`config.mk`:
```
export PLATFORM = sky130hd
export DESIGN_NAME = rcn_slave_buf
export DESIGN_NICKNAME = d
export VERILOG_FILES = /design/src/rtl/rcn_slave_buf.sv
export SDC_FILE = /design/constraint.sdc
export NUM_CORES = 1
export LEC_CHECK = 0
export ABC_AREA = 1
export CAP_MARGIN = 30
export CORE_ASPECT_RATIO = 0.75
export CORE_MARGIN = 3
export CORE_UTILIZATION = 40
export DETAILED_ROUTE_END_ITERATION = 8
export PLACE_DENSITY_LB_ADDON = 0.05
export SYNTH_ARGS = -nofsm -noshare
export SYNTH_HDL_FRONTEND = slang
export SYNTH_SLANG_ARGS = --single-unit
```
`constraint.sdc`:
```
create_clock -name CLK -period 8.4 [get_ports CLK]
set_input_delay 1.68 -clock CLK [delete_from_list [all_inputs] [get_ports CLK]]
set_output_delay 1.68 -clock CLK [all_outputs]
set_load 0.02 [all_outputs]
```
`src/rtl/rcn_slave_buf.sv`:
```
// rcn ring responder: takes in-window requests off the ring, serves them in order to a
// local device, and injects the completed responses back into free or consumed ring slots.
`timescale 1ns/1ps
module rcn_slave_buf #(
  parameter logic [21:0] ADDR_MASK = 22'h3F0000,
  parameter logic [21:0] ADDR_BASE = 22'h000000
) (
  input  logic        CLK,
  input  logic        RST,
  input  logic [66:0] rcn_in,
  output logic [66:0] rcn_out,
  output logic        cs,
  input  logic        busy,
  output logic        wr,
  output logic [3:0]  mask,
  output logic [21:0] addr,
  output logic [31:0] wdata,
  input  logic        done,
  input  logic [31:0] rdata
);

  logic        in_vld, in_pend, in_match;
  logic [21:0] in_byte_addr;
  logic [2:0]  inflight;
  logic        take, accept, cmpl, resp_pop;

  assign in_vld       = rcn_in[66];
  assign in_pend      = rcn_in[65];
  assign in_byte_addr = {rcn_in[53:34], 2'b00};
  assign in_match     = ((in_byte_addr & ADDR_MASK) == (ADDR_BASE & ADDR_MASK));
  assign take         = in_vld & in_pend & in_match & (inflight != 3'd4);

  // Request FIFO: ring fields below valid/pending, {wr,id,mask,addr,seq,data}
  logic [64:0] req_mem [4];
  logic [1:0]  req_wp, req_rp;
  logic [2:0]  req_cnt;
  logic [64:0] req_head;

  assign req_head = req_mem[req_rp];
  assign cs       = (req_cnt != 3'd0);
  assign accept   = cs & ~busy;
  assign wr       = req_head[64];
  assign mask     = req_head[57:54];
  assign addr     = {req_head[53:34], 2'b00};
  assign wdata    = req_head[31:0];

  always_ff @(posedge CLK)
    if (take) req_mem[req_wp] <= rcn_in[64:0];

  always_ff @(posedge CLK or posedge RST)
    if (RST) begin
      req_wp  <= '0;
      req_rp  <= '0;
      req_cnt <= '0;
    end else begin
      if (take)   req_wp <= req_wp + 2'd1;
      if (accept) req_rp <= req_rp + 2'd1;
      req_cnt <= req_cnt + {2'b00, take} - {2'b00, accept};
    end

  // Tag FIFO: accepted requests awaiting done, {wr,id,mask,addr,seq}
  logic [32:0] tag_mem [4];
  logic [1:0]  tag_wp, tag_rp;
  logic [2:0]  tag_cnt;
  logic [32:0] tag_head;

  assign tag_head = tag_mem[tag_rp];
  assign cmpl     = done & (tag_cnt != 3'd0);

  always_ff @(posedge CLK)
    if (accept) tag_mem[tag_wp] <= req_head[64:32];

  always_ff @(posedge CLK or posedge RST)
    if (RST) begin
      tag_wp  <= '0;
      tag_rp  <= '0;
      tag_cnt <= '0;
    end else begin
      if (accept) tag_wp <= tag_wp + 2'd1;
      if (cmpl)   tag_rp <= tag_rp + 2'd1;
      tag_cnt <= tag_cnt + {2'b00, accept} - {2'b00, cmpl};
    end

  // Response FIFO: full ring words ready for injection
  logic [66:0] resp_mem [4];
  logic [1:0]  resp_wp, resp_rp;
  logic [2:0]  resp_cnt;
  logic [66:0] resp_word;

  // A response may only use an empty slot or the slot of a request being taken
  assign resp_pop  = (resp_cnt != 3'd0) & (~in_vld | take);
  assign resp_word = {1'b1, 1'b0, tag_head, tag_head[32] ? 32'd0 : rdata};

  always_ff @(posedge CLK)
    if (cmpl) resp_mem[resp_wp] <= resp_word;

  always_ff @(posedge CLK or posedge RST)
    if (RST) begin
      resp_wp  <= '0;
      resp_rp  <= '0;
      resp_cnt <= '0;
      inflight <= '0;
    end else begin
      if (cmpl)     resp_wp <= resp_wp + 2'd1;
      if (resp_pop) resp_rp <= resp_rp + 2'd1;
      resp_cnt <= resp_cnt + {2'b00, cmpl} - {2'b00, resp_pop};
      inflight <= inflight + {2'b00, take} - {2'b00, resp_pop};
    end

  // Ring output stage
  always_ff @(posedge CLK or posedge RST)
    if (RST)           rcn_out <= '0;
    else if (resp_pop) rcn_out <= resp_mem[resp_rp];
    else if (take)     rcn_out <= '0;
    else               rcn_out <= rcn_in;

endmodule

```
==> results.tsv <==
metric	value	unit
status	finished clean	
worst path required time	6.72	ns
Max Root-Sink Buffers	3	
crit share post-route	67.56	%
top cell type's share of synthesized area	67.23	%
Avg Inst Size Synth	13.05	um^2
Synth Register Bits	743	
GRT Total Usage	21.53	%
die width	317.6	um
WL/cell	24.45	um
worst hold slack	0.4757	ns
post-synth cell types	24	
# clock sinks	743	
Initial Util	40.51	%
Clk Latency, worst-skew pair	0.61	ns
largest net degree at the start of global routing	82	
first-pass GRT wire length	119.7	mm
setup ws final	2.725	ns
postcts setup bufs	0	
vias	17940	
Mapped Cells	2231	
Die ar.	76120	um^2
HPWL after DPL	52.05	mm
PwrDens	388.7	nW/um^2
Adder-Cell Fraction of Synth Area	1.134	%
CTS tree	yes	
drt initial violations	1766	
commonest non-fill, non-tap cell in the layout	edfxtp_1	
largest family of logic cells by synthesized area	compound AO/OA/AOI/OAI gates	
DIE HEIGHT	239.7	um
Antenna Violating Nets Remaining	0	
Core Area	71890	um^2
max-cap violation count	0	
Synth Cell Area	29120	um^2
Critical Path Source Type	register	
RSZ-0062 raised after global routing	no	
CP Class	register to output port	
GR Overflow Total	0	
post-synthesis mux area share	0	%
Synth Area in Compound Gates	10.39	%
CP Max Fanout	81	
root buffer cell	clkbuf_16	
top post-synthesis cells by area	edfxtp_1, dfrtp_1, o21ai_0	
setup_tns	0	ns
Worst slew margin	34.44	%
via density per instance	5.276	
post-place setup slack	2.749	ns
clock period minus worst slack	5.675	ns
Routed Wire Length	83.14	mm
initial antenna violation count	4	
CP endpoint kind	output port	
Synth Area in Simple Gates	8.253	%
final layout net count	2505	
Worst-path clk slew	0.06	ns
top cell type by total area after synthesis	edfxtp_1	
cell area after layout	34520	um^2
cts hold-fix bufs	0	
xor and xnor area share after synthesis	0.3910	%
fmax	176.2	MHz
Core Rows	85	
Leak Pwr	0.01201	uW
Hold Vio Cnt, Final	0	
DRC	0	
number of buffers created by CTS	76	
Synth warnings	0	
Post-CTS Resized	0	
vias in the first global route	16710	
area delta synth->final	18.52	%
Slew Viols, Final	0	
1st-pass router iterations	5	
Cell Area, Placed	32010	um^2
fraction of layout cells with a size suffix above 1	7.216	%
register area share after synthesis	75.05	%
Placer Congestion	0.8175	
I/O pins	230	
Peak VDD IR	0.2134	mV
worst min path class	register to register	
Tightest Pin Transition	0.9834	ns
data arrival time of the worst path	4.00	ns
Setup Skew	0.02018	ns
IO buf count	227	
most frequent cells in the layout	edfxtp_1, nor2_1, o21ai_0	
H-tree Lvls	3	
Setup Viol. Count Final	0	
-- worst max-delay path, stage by stage (launching register included) --
cell and delay (ns):
dfrtp_4 0.79, clkinv_2 0.53, buf_4 0.60, o21ai_0 0.16
o22ai_1 0.50, clkdlybuf4s50_1 0.73
-- area by class of cell --
type	instances	area, um^2
fillers	6315	37380
flip-flops and latches	743	21870
multi-input cells	1198	5992
repair buffers	268	2628
clock buffers	107	2172
well taps	957	1197
inverters	91	346.6
clock inverters	32	299.0
diodes	4	10.01
-- cell families after synthesis --
| group | after synthesis |
|---|---|
| buf+inv | 291 |
| fa+ha+maj | 24 |
| compound gates | 546 |
| other cells | 1 |
| xor+xnor | 13 |
| flops | 743 |
| simple gates | 613 |
-- worst paths after layout --
| check | start | endpoint | slack (ns) | cells past startpoint |
|---|---|---|---|---|
| hold reg to reg | tag_cnt[2] | tag_cnt[2] | 0.48 | 1 |
| max in group asynchronous | RST | resp_rp[0] | 5.56 | 3 |
| hold / removal | tag_cnt[2] | tag_cnt[2] | 0.48 | 1 |
| min in group asynchronous | RST | req_rp[1] | 1.58 | 2 |
| setup / recovery | req_rp[0] | addr[8] | 2.72 | 5 |
| setup reg to reg | inflight[1] | resp_cnt[2] | 4.78 | 12 |
-- cells in the mapped netlist (all sizes together) --
library cell,n
xor2,8
xnor2,5
nand3,68
o211ai,66
edfxtp,652
nor3,1
buf,100
o21ai,382
dfrtp,91
nand2,103
inv,91
fa,4
ha,20
conb,1
nor2,441
o22ai,98
clkbuf,100
-- report_power, final --
group          switching [uW]  leakage (uW)  internal (uW)
clock network            1370       0.00121           1980
logic                    3200       0.00377           1390
registers                 331       0.00703           5150
total                    4890        0.0120           8520
-- through the flow --
step	power, uW	util, %	instances
after CTS	13550	47.96	3394
final	13420	48.01	3400
after floorplan	8257	-	2232
after detailed placement	10170	44.52	3255
after global routing	14140	48.00	3396
after global placement	10120	44.44	3253
-- layer usage --
layer	global-route usage (%)	up-vias	part of all wire, %
met4	4.436	2	1.5
met5	0	-	0.012
met1	33.40	9009	47
met3	3.827	93	7.1
met2	31.76	573	44
li1	-	8260	-
-- sequential cells by signal (all words and copies together) (netlist names) --
| register | cells |
|---|---|
| inflight | 3 |
| req_mem | 260 |
| resp_mem | 260 |
| resp_cnt | 3 |
| rcn_out | 67 |
| resp_wp | 2 |
| req_rp | 2 |
| tag_wp | 2 |
| req_cnt | 3 |
| tag_cnt | 3 |
| req_wp | 2 |
| tag_mem | 132 |
| tag_rp | 2 |
| resp_rp | 2 |
Note: power is estimated with default switching activity, not from simulation.
